$ cat config.mk
export PLATFORM = sky130hd
export DESIGN_NAME = shift_pipe
export DESIGN_NICKNAME = d
export VERILOG_FILES = /design/src/rtl/shift_pipe.sv
export SDC_FILE = /design/constraint.sdc
export NUM_CORES = 1
export LEC_CHECK = 0
export ABC_AREA = 1
export BUFFER_PORTS_ARGS = -buffer_cell sky130_fd_sc_hd__buf_2
export CAP_MARGIN = 20
export CORE_MARGIN = 3
export CORE_UTILIZATION = 30
export DETAILED_ROUTE_END_ITERATION = 6
export PLACE_DENSITY_LB_ADDON = 0.3
export SKIP_CTS_REPAIR_TIMING = 1
export SLEW_MARGIN = 20
export SYNTH_ARGS = -nofsm -noshare
export SYNTH_HDL_FRONTEND = slang
export SYNTH_SLANG_ARGS = --single-unit
$ cat constraint.sdc
create_clock -name clk -period 1.8 [get_ports clk]
set_input_delay 0.27 -clock clk [delete_from_list [all_inputs] [get_ports clk]]
set_output_delay 0.27 -clock clk [all_outputs]
set_load 0.02 [all_outputs]
$ cat src/rtl/shift_pipe.sv
// shift_pipe: pipelined ARM operand-2 barrel shifter (LSL/LSR/ASR/ROR/RRX)
// with valid/ready handshakes and a sideband tag.
// Optional build macro SHIFT_PIPE_IMM_EN adds in_imm (ARM immediate-shift
// encoding, where a zero amount selects the special forms).
//
// Stage 0 decodes the operation into {preloaded data, carry, shift kind,
// shift amount}. Every stage then applies its share of the log2(WIDTH)
// shift levels. The carry is final after decode, and the levels compose
// for every kind, so later stages only move data.

module shift_pipe_stage #(
  parameter int WIDTH = 32,
  parameter int LW    = 5,
  parameter int LO    = 0,
  parameter int NLV   = 1
) (
  input  logic [WIDTH-1:0] d_in,
  input  logic [1:0]       kind,
  input  logic [LW-1:0]    sa,
  output logic [WIDTH-1:0] d_out
);
  localparam logic [1:0] K_LSL = 2'd0, K_LSR = 2'd1, K_ASR = 2'd2, K_ROR = 2'd3;

  // Only the levels owned by this stage read sa. The other bits are folded here.
  logic unused_sa;
  assign unused_sa = ^sa;

  // Levels LO..LO+NLV-1. Each level shifts by 2^level when its amount bit is set.
  always_comb begin
    d_out = d_in;
    for (int i = 0; i < NLV; i++) begin
      if (sa[LO+i]) begin
        case (kind)
          K_LSL:   d_out = d_out << (1 << (LO+i));
          K_LSR:   d_out = d_out >> (1 << (LO+i));
          K_ASR:   d_out = $signed(d_out) >>> (1 << (LO+i));
          K_ROR:   d_out = (d_out >> (1 << (LO+i))) | (d_out << (WIDTH - (1 << (LO+i))));
          default: d_out = d_out;
        endcase
      end
    end
  end
endmodule

module shift_pipe #(
  parameter int WIDTH  = 32,
  parameter int STAGES = 2,
  parameter int TAG_W  = 4
) (
  input  logic              clk,
  input  logic              rst_n,
  input  logic              flush,
  input  logic              in_valid,
  output logic              in_ready,
  input  logic [WIDTH-1:0]  in_a,
  input  logic [2:0]        in_op,
  input  logic [7:0]        in_amt,
  input  logic              in_cin,
  input  logic [TAG_W-1:0]  in_tag,
`ifdef SHIFT_PIPE_IMM_EN
  input  logic              in_imm,
`endif
  output logic              out_valid,
  input  logic              out_ready,
  output logic [WIDTH-1:0]  out_data,
  output logic              out_carry,
  output logic [TAG_W-1:0]  out_tag
);
  localparam int LW = $clog2(WIDTH);
  localparam int NB = LW / STAGES;
  localparam int NR = LW % STAGES;
  localparam logic [7:0] WN = 8'(WIDTH);
  localparam logic [2:0] OP_LSL = 3'd0, OP_LSR = 3'd1, OP_ASR = 3'd2, OP_ROR = 3'd3, OP_RRX = 3'd4;
  localparam logic [1:0] K_LSL = 2'd0, K_LSR = 2'd1, K_ASR = 2'd2, K_ROR = 2'd3;

  typedef struct packed {
    logic [WIDTH-1:0] data;
    logic [1:0]       kind;
    logic [LW-1:0]    sa;
    logic             carry;
    logic [TAG_W-1:0] tag;
  } slot_t;

  slot_t                dec;
  slot_t [STAGES-1:0]   slot_q, slot_d;
  logic  [STAGES-1:0]   vld_pipe, adv, vin;
  logic  [2:0]          op;
  logic  [7:0]          n;
  logic  [LW-1:0]       nlo, nm1, nneg;

  // Effective op/amount. Immediate encoding remaps amount 0 to the special forms.
  always_comb begin
    op = in_op;
    n  = in_amt;
`ifdef SHIFT_PIPE_IMM_EN
    if (in_imm) begin
      n = {3'b000, in_amt[4:0]};
      if (n == 8'd0) begin
        case (in_op)
          OP_LSR, OP_ASR: n  = WN;
          OP_ROR:         op = OP_RRX;
          default:        n  = 8'd0;
        endcase
      end
    end
`endif
    nlo  = n[LW-1:0];
    nm1  = nlo - LW'(1);
    nneg = ~nlo + LW'(1);
  end

  // Decode: out-of-range and special cases are resolved here by preloading the data.
  // The carry is final after this point.
  always_comb begin
    dec = '{data: in_a, kind: K_ROR, sa: '0, carry: in_cin, tag: in_tag};
    if (op == OP_RRX) begin
      dec.data  = {in_cin, in_a[WIDTH-1:1]};
      dec.carry = in_a[0];
    end else if (op <= OP_ROR && n != 8'd0) begin
      case (op)
        OP_LSL:
          if (n < WN) begin
            dec.kind = K_LSL; dec.sa = nlo; dec.carry = in_a[nneg];
          end else begin
            dec.data = '0; dec.carry = (n == WN) ? in_a[0] : 1'b0;
          end
        OP_LSR:
          if (n < WN) begin
            dec.kind = K_LSR; dec.sa = nlo; dec.carry = in_a[nm1];
          end else begin
            dec.data = '0; dec.carry = (n == WN) ? in_a[WIDTH-1] : 1'b0;
          end
        OP_ASR:
          if (n < WN) begin
            dec.kind = K_ASR; dec.sa = nlo; dec.carry = in_a[nm1];
          end else begin
            dec.data = {WIDTH{in_a[WIDTH-1]}}; dec.carry = in_a[WIDTH-1];
          end
        default: begin
          // A rotate that is a multiple of WIDTH leaves the data unchanged, and the carry is the MSB.
          dec.kind  = K_ROR;
          dec.sa    = nlo;
          dec.carry = (nlo == '0) ? in_a[WIDTH-1] : in_a[nm1];
        end
      endcase
    end
  end

  // Per-stage shift slice. The remainder levels go to the earliest stages.
  for (genvar k = 0; k < STAGES; k++) begin : g_stg
    localparam int NLV = NB + ((k < NR) ? 1 : 0);
    localparam int LO  = k * NB + ((k < NR) ? k : NR);
    slot_t                src;
    logic  [WIDTH-1:0]    shd;
    if (k == 0) begin : g_src0
      assign src = dec;
    end else begin : g_srcn
      assign src = slot_q[k-1];
    end
    shift_pipe_stage #(.WIDTH(WIDTH), .LW(LW), .LO(LO), .NLV(NLV)) u_stg (
      .d_in (src.data),
      .kind (src.kind),
      .sa   (src.sa),
      .d_out(shd)
    );
    assign slot_d[k] = {shd, src.kind, src.sa, src.carry, src.tag};
  end

  // Backpressure: a slot moves when it is empty or the slot after it moves.
  always_comb begin
    adv = '0;
    vin = '0;
    adv[STAGES-1] = ~vld_pipe[STAGES-1] | out_ready;
    for (int k = STAGES-2; k >= 0; k--) adv[k] = ~vld_pipe[k] | adv[k+1];
    vin[0] = in_valid & in_ready;
    for (int k = 1; k < STAGES; k++) vin[k] = vld_pipe[k-1];
  end

  assign in_ready = adv[0] & ~flush;

  // Slot registers. Flush clears only the valids. A payload loads only with a valid item.
  always_ff @(posedge clk or negedge rst_n) begin
    if (!rst_n) begin
      vld_pipe <= '0;
      slot_q   <= '0;
    end else if (flush) begin
      vld_pipe <= '0;
    end else begin
      for (int k = 0; k < STAGES; k++) begin
        if (adv[k]) begin
          vld_pipe[k] <= vin[k];
          if (vin[k]) slot_q[k] <= slot_d[k];
        end
      end
    end
  end

  assign out_valid = vld_pipe[STAGES-1];
  assign out_data  = slot_q[STAGES-1].data;
  assign out_carry = slot_q[STAGES-1].carry;
  assign out_tag   = slot_q[STAGES-1].tag;

  logic unused_tail;
  assign unused_tail = ^{slot_q[STAGES-1].kind, slot_q[STAGES-1].sa};
endmodule

==> results.md, run 1 <==
* **status** complete, but fails checks
* **failing checks** setup timing
* **final setup margin** -0.197 ns
* **Most common cell on crit path** nor2_4
* **TritonCTS sink count** 80
* **most used cells in the layout excluding fill and tap cells** 236 x nand2_1, 137 x inv_1, 129 x nand3_1
* **Worst IR Drop VDD** 405 uV
* **required time at the endpoint of the critical path** 2.03 ns
* **synthesized area divided by synthesized cell count** 5.95 um^2
* **cell accounting for the most synthesized area** dfrtp_1
* **number of DRC markers after the initial detailed-route iteration** 992
* **global-route congestion overflow total** 0
* **Core Region** 24700 um^2
* **warning count from the yosys run** 0
* **ratio of cells with drive above 1 in the final layout** 35.2%
* **DRC viols** 0
* **post-layout instance area** 11300 um^2
* **number of standard-cell rows in the floorplan** 57
* **static power due to leakage** 5.55 nW
* **die outline width** 166 um
* **register bit count reported by yosys** 80
* **minimum period implied by the final worst setup slack** 2.00 ns
* **most common library cell in the layout ignoring fill and taps** nand2_1
* **cell breakdown of the critical path** buf_2, nor2_4, buf_4, nand2_1, nor2_4, nor2_4, nand2_8, nor2_4, clkbuf_16, nand3_4, nand3_4, nand2_1, nand4_1, nand2_1, nor2_2, nor2_1
* **unrepaired setup endpoints after global routing** yes
* **CTS root buf** clkbuf_16
* **Async S/R FF share, synth** 100%
* **number of H-tree levels** 3
* **Final Hold Fails** 0
* **global router's overall resource usage** 19.8%
* **half-perimeter wire length after placement** 21.7 mm
* **number of enable-type register cells in the synthesized netlist** 0
* **remaining antenna violation count after routing** 0
* **via count of the first global-routing pass** 8370
* **sequential area share after synthesis** 26.1%
* **worst min-delay path category** input pin to flop
* **net count of the mapped netlist** 1343
* **top cells by area in the synthesized netlist** dfrtp_1 26%, nand2_1 16%, nand3_1 14%
* **routability cong.** 0.947
* **Die Footprint** 27500 um^2
* **kind of critical path** input pin to flop
* **arrival time of data at the critical path endpoint** 2.23 ns
* **hold_ws** 0.135 ns
* **Max Slew Vio Count** 0
* **top cell type's share of synthesized area** 26.1%
* **I/O pins** 92
* **leading register cell type out of synthesis** dfrtp_1
* **initial standard-cell utilization of the core** 31.0%
* **number of clock buffers inserted by TritonCTS** 9
* **number of antenna diodes** 0
* **number of distinct library cells after synthesis** 40
* **global-route wire length before repair** 45.6 mm
* **max-capacitance violation count** 0
* **Pwr per Cell Area** 734 nW/um^2
* **setup skew after layout** 0.0115 ns
* **cell area after technology mapping** 7660 um^2
* **clock tree from TritonCTS** built
* **transition time at the pin with the least slew margin** 0.737 ns
* **Max Clock Freq** 0.501 GHz
* **number of search-and-repair iterations in the first detailed-routing pass** 7
* **final-report setup violation count** 33
* **DRT Wirelength** 30.1 mm
* **vias per cell** 5.31
* **slowest cell on the critical path** nor2_4
* **Synth-to-Final Area Change** 47.8%
* **clock latency at the later pin of the worst-skew pair** 0.34 ns
* **count of input and output buffers** 91
* **largest net degree at the start of global routing** 49
* **total via count after detailed routing** 9512
* **worst slew margin relative to its limit** 50.8%
* **delay of the slowest cell on the worst path** 0.26 ns
* **deepest clock path buffer count** 2
* **placement-stage cell area** 9360 um^2
* **antenna violations before repair** 0
* **# nets final** 1516
* **post-route clock period utilization** 111%
* **Cells after Synth** 1288
* **element type at the critical path end** flop
* **floorplan die height** 166 um
* **kind of start point of the critical path** input pin
* **overall power** 8.31 mW
* **mean routed wirelength per cell** 16.8 um
* **maximum fanout count along the critical path** 8
* **clk slew on worst S/H paths** 0.06 ns
## synth_stat cells, drive strengths merged, types with 3 or more instances
cell and number:
a21boi 3, a21oi 115, a22oi 11, buf 30, clkbuf 44, dfrtp 80, inv 153, nand2 338
nand3 214, nand4 49, nor2 89, o211ai 6, o21a 3, o21ai 141
## power breakdown
group,internal [mW],switching (mW),total (mW),leakage [nW]
combinational,1.37,2.46,3.83,4.46
sequential,2.21,0.240,2.45,0.927
clock,1.29,0.743,2.03,0.165
## cell families (layout without fill, tap and decap cells)
kind of cell               after synthesis  after routing  share of synthesized area (%)
AOI/OAI and AO/OA                      284            284                           19.9
xor gates and xnor gates                 2              2                          0.229
adders and majority gates                2              2                          0.327
buffers and inverters                  228            406                           12.3
DFF                                     80             80                           26.1
and+or+nand+nor                        692            692                           41.1
## sequential cells by signal (all words and copies together) (netlist names)
register,cells
g_stg.src,41
out_data,32
vld_pipe,2
out_tag,4
out_carry,1
## per-stage QoR
step / std cells / worst slack [ns] / utilization, % / TNS [ns]
floorplan: 1288 / -0.355 / - / -9.99
finish: 1790 / -0.197 / 45.9 / -3.66
global route: 1790 / -0.298 / 45.9 / -6.44
detailed placement: 1746 / -0.580 / 37.9 / -18.32
global placement: 1746 / -0.546 / 37.9 / -17.15
CTS: 1762 / -0.232 / 39.3 / -6.76
## path summary, 6_finish.rpt
check / from / endpoint / cells past startpoint / slack [ns]
worst min-delay path: in_tag[3] / g_stg[1].src[3] / 3 / 0.14
worst max register to register: vld_pipe[1] / g_stg[1].src[15] / 12 / 0.06
max in group asynchronous: rst_n / out_data[9] / 3 / 0.86
worst max-delay path: in_amt[6] / g_stg[1].src[20] / 16 / -0.20
worst min register to register: out_data[31] / out_data[31] / 2 / 0.47
min in group asynchronous: rst_n / out_data[2] / 2 / 0.38
## per-layer routing
| metal | wire length, um | part of all wire [%] | vias up | GRT usage [%] |
|---|---|---|---|---|
| met5 | 0 | 0 | - | 0 |
| met4 | 712 | 2.4 | 0 | 4.38 |
| met3 | 2080 | 6.9 | 50 | 2.31 |
| met2 | 13900 | 46 | 377 | 31.3 |
| met1 | 13500 | 45 | 4437 | 29.2 |
| li1 | - | - | 4648 | - |
## worst max-delay path, delay by kind of cell
family,cells,cell delay [ns]
buf+inv,3,0.47
simple gates,13,1.47
## area by class of cell
cell class / instances / area (um^2)
clock buffers: 11 / 253
multi-input cells: 980 / 5970
inverters: 154 / 608
clock inverters: 5 / 78.8
repair buffers: 236 / 2000
well taps: 324 / 405
fillers: 2550 / 13400
flip-flops and latches: 80 / 2000
Note: power is estimated with default switching activity, not from simulation.
==> inputs of run 2 (changes only) <==
Settings changed: PLACE_DENSITY set to 0.51, PLACE_DENSITY_LB_ADDON 0.3 to not set.
==> run 2 against run 1 <==
  * The run still ends with setup timing left
  * Clock skew decreased by 0.0023 ns
  * Design area decreased by 5.0%
  * Global-route usage increased by 0.69 points
  * Critical endpoint is now g_stg[1].src[27]
  * Setup slack improved by 0.061 ns
==> results.md, run 2 (synthesis results as in run 1) <==
* **deepest clock path buffer count** 2, unchanged
* **Final Hold Fails** 0, unchanged
* **reg-to-reg setup timing slack** 0.15 ns, +0.09 ns
* **routability cong.** 0.909, -3.9%
* **switching power** 3.30 mW, -4.0%
* **placement-stage cell area** 9490 um^2, +1.4%
* **number of standard-cell rows in the floorplan** 57, unchanged
* **share of power burned in registers** 31.4%, +2.0 points
* **total via count after detailed routing** 9333, -1.9%
* **element type at the critical path end** flop
* **TritonCTS sink count** 80, unchanged
* **transition time at the pin with the least slew margin** 0.692 ns, -0.0450 ns
* **hold_ws** 0.124 ns, -0.0114 ns
* **initial standard-cell utilization of the core** 31.0%, unchanged
* **clock latency at the later pin of the worst-skew pair** 0.35 ns, about the same
* **post-route clock period utilization** 108%, -3.4 points
* **worst min-delay path startpoint** flush
* **Bufs and invs on worst path** 6, +3
* **vias per cell** 5.19, -2.3%
* **post-route non-filler standard cell count** 1797, +0.39%
* **die outline width** 166 um, unchanged
* **required time at the endpoint of the critical path** 2.04 ns, about the same
* **unrepaired setup endpoints after global routing** yes
* **switch share** 42.2%, +0.73 points
* **antenna violations before repair** 0, unchanged
* **clock group share of total power** 21.6%, -2.8 points
* **count of input and output buffers** 91, unchanged
* **most common library cell in the layout ignoring fill and taps** nand2_1
* **Synth-to-Final Area Change** 40.5%
* **cell breakdown of the critical path** buf_8, inv_4, ha_4, buf_6, nand3_4, nand4_4, nor2_4, buf_12, buf_6, nand3_2, nand3_4, nand2_2, nand3_2, o21ai_1, nor2_1, buf_4, nor2_1
* **via count of the first global-routing pass** 8724, +4.2%
* **status** complete, but fails checks
* **static power due to leakage** 5.32 nW, -4.1%
* **clk slew on worst S/H paths** 0.06 ns, about the same
* **most used cells in the layout excluding fill and tap cells** 282 x nand2_1, 145 x nand3_1, 140 x inv_1
* **overall power** 7.84 mW, -5.7%
* **internal power component** 4.53 mW, -6.8%
* **slowest cell on the critical path** nor2_4
* **DRC viols** 0, unchanged
* **reg2reg start** g_stg[1].src[10]
* **number of filler cells placed in the layout** 2676, +4.9%
* **Core Region** 24700 um^2, unchanged
* **arrival time of data at the critical path endpoint** 2.18 ns, -0.05 ns
* **final setup margin** -0.137 ns, +0.0606 ns
* **number of antenna diodes** 0, unchanged
* **Die Footprint** 27500 um^2, unchanged
* **final-report setup violation count** 30, -9.1%
* **combinational share of power** 47.0%, +0.9 points
* **worst setup path start** in_amt[0]
* **DRT Wirelength** 29.9 mm, -0.82%
* **total placed cells including tap cells** 1763, +0.97%
* **mean routed wirelength per cell** 16.6 um, -1.2%
* **I/O pins** 92, unchanged
* **setup skew after layout** 0.00915 ns, -0.00233 ns
* **number of search-and-repair iterations in the first detailed-routing pass** 5, -2
* **family of cells with the greatest summed delay on the critical path** simple AND/OR/NAND/NOR gates
* **CTS root buf** clkbuf_16
* **worst min-delay path category** input pin to flop
* **clock tree from TritonCTS** built
* **global router's overall resource usage** 20.5%, +0.69 points
* **ratio of cells with drive above 1 in the final layout** 29.9%, -5.3 points
* **maximum fanout count along the critical path** 8, unchanged
* **minimum period implied by the final worst setup slack** 1.94 ns, -0.0606 ns
* **largest net degree at the start of global routing** 81, +65%
* **Max Clock Freq** 0.516 GHz, +3.1%
* **kind of start point of the critical path** input pin
* **multi-input combinational cell area** 5430 um^2, -9.0%
* **number of H-tree levels** 3, unchanged
* **Pwr per Cell Area** 728 nW/um^2, -0.71%
* **number of DRC markers after the initial detailed-route iteration** 796, -20%
* **half-perimeter wire length after placement** 22.5 mm, +3.6%
* **Worst IR Drop VDD** 490 uV, +21%
* **Max Slew Vio Count** 0, unchanged
* **failing checks** setup timing
* **number of clock buffers inserted by TritonCTS** 9, unchanged
* **global-route wire length before repair** 46.9 mm, +2.9%
* **post-layout instance area** 10800 um^2, -5.0%
* **max-capacitance violation count** 0, unchanged
* **remaining antenna violation count after routing** 0, unchanged
* **# nets final** 1523, +0.46%
* **delay of the slowest cell on the worst path** 0.28 ns, +0.02 ns
* **worst slew margin relative to its limit** 53.8%, +3.0 points
* **floorplan die height** 166 um, unchanged
* **max FFs per register** 41, unchanged
* **global-route congestion overflow total** 0, unchanged
* **kind of critical path** input pin to flop
* **FF/Latch Area** 2000 um^2, unchanged
[run 2: cell types whose count changed in the layout (fill, tap and decap cells not counted), moves of 8 or more]
cell,change
o21ai_1,-8
nand2_4,-22
nand2_2,-22
a21oi_1,+9
nand3_1,+16
nand2_1,+46
nand3_4,-14
a21oi_2,-9
[run 2: power by group through the flow]
stage          Clock [mW]  Sequential, mW  Combinational [mW]
3_5_place_dp            0            2.48                3.36
3_3_place_gp            0            2.48                3.35
6_report             1.69            2.46                3.68
2_1_floorplan           0            2.73                1.76
5_1_grt              1.82            2.51                4.08
4_1_cts              1.75            2.45                3.38
[run 2: through the flow]
| step | util (%) | setup slack [ns] | TNS [ns] |
|---|---|---|---|
| after floorplan | - | -0.355 | -9.99 |
| after global placement | 38.4 | -0.620 | -17.17 |
| after detailed placement | 38.4 | -0.657 | -18.29 |
| after CTS | 39.5 | -0.295 | -6.44 |
| after global routing | 43.6 | -0.215 | -5.45 |
| final | 43.6 | -0.137 | -2.42 |
[run 2: cell type report]
type / count / share of cell area, %
multi-input combinational: 980 / 50.5
timing repair buffer: 243 / 19.1
inverter: 154 / 5.54
clock inverter: 3 / 0.163
sequential: 80 / 18.6
clock buffer: 13 / 2.33
tap: 324 / 3.77
[run 2: path summary, 6_finish.rpt]
path                       cells past startpoint          endpoint
setup / recovery                              17  g_stg[1].src[27]
max in group asynchronous                      3  g_stg[1].src[20]
min in group asynchronous                      3        out_tag[2]
hold reg to reg                                2      out_data[26]
hold / removal                                 2       vld_pipe[1]
setup reg to reg                               8      out_data[31]
[run 2: worst register-to-register path: cells and delay by family (launching register included)]
family                 cells  cell delay [ns]
AOI/OAI and AO/OA          4             0.64
buffers and inverters      3             0.43
DFF                        1             0.40
and+or+nand+nor            1             0.07
[run 2: layer usage]
metal | global-route usage [%] | share of wire, %
met5 | 0 | 0
met2 | 32.1 | 45
met4 | 5.79 | 2.0
met3 | 3.62 | 5.7
met1 | 29.2 | 47
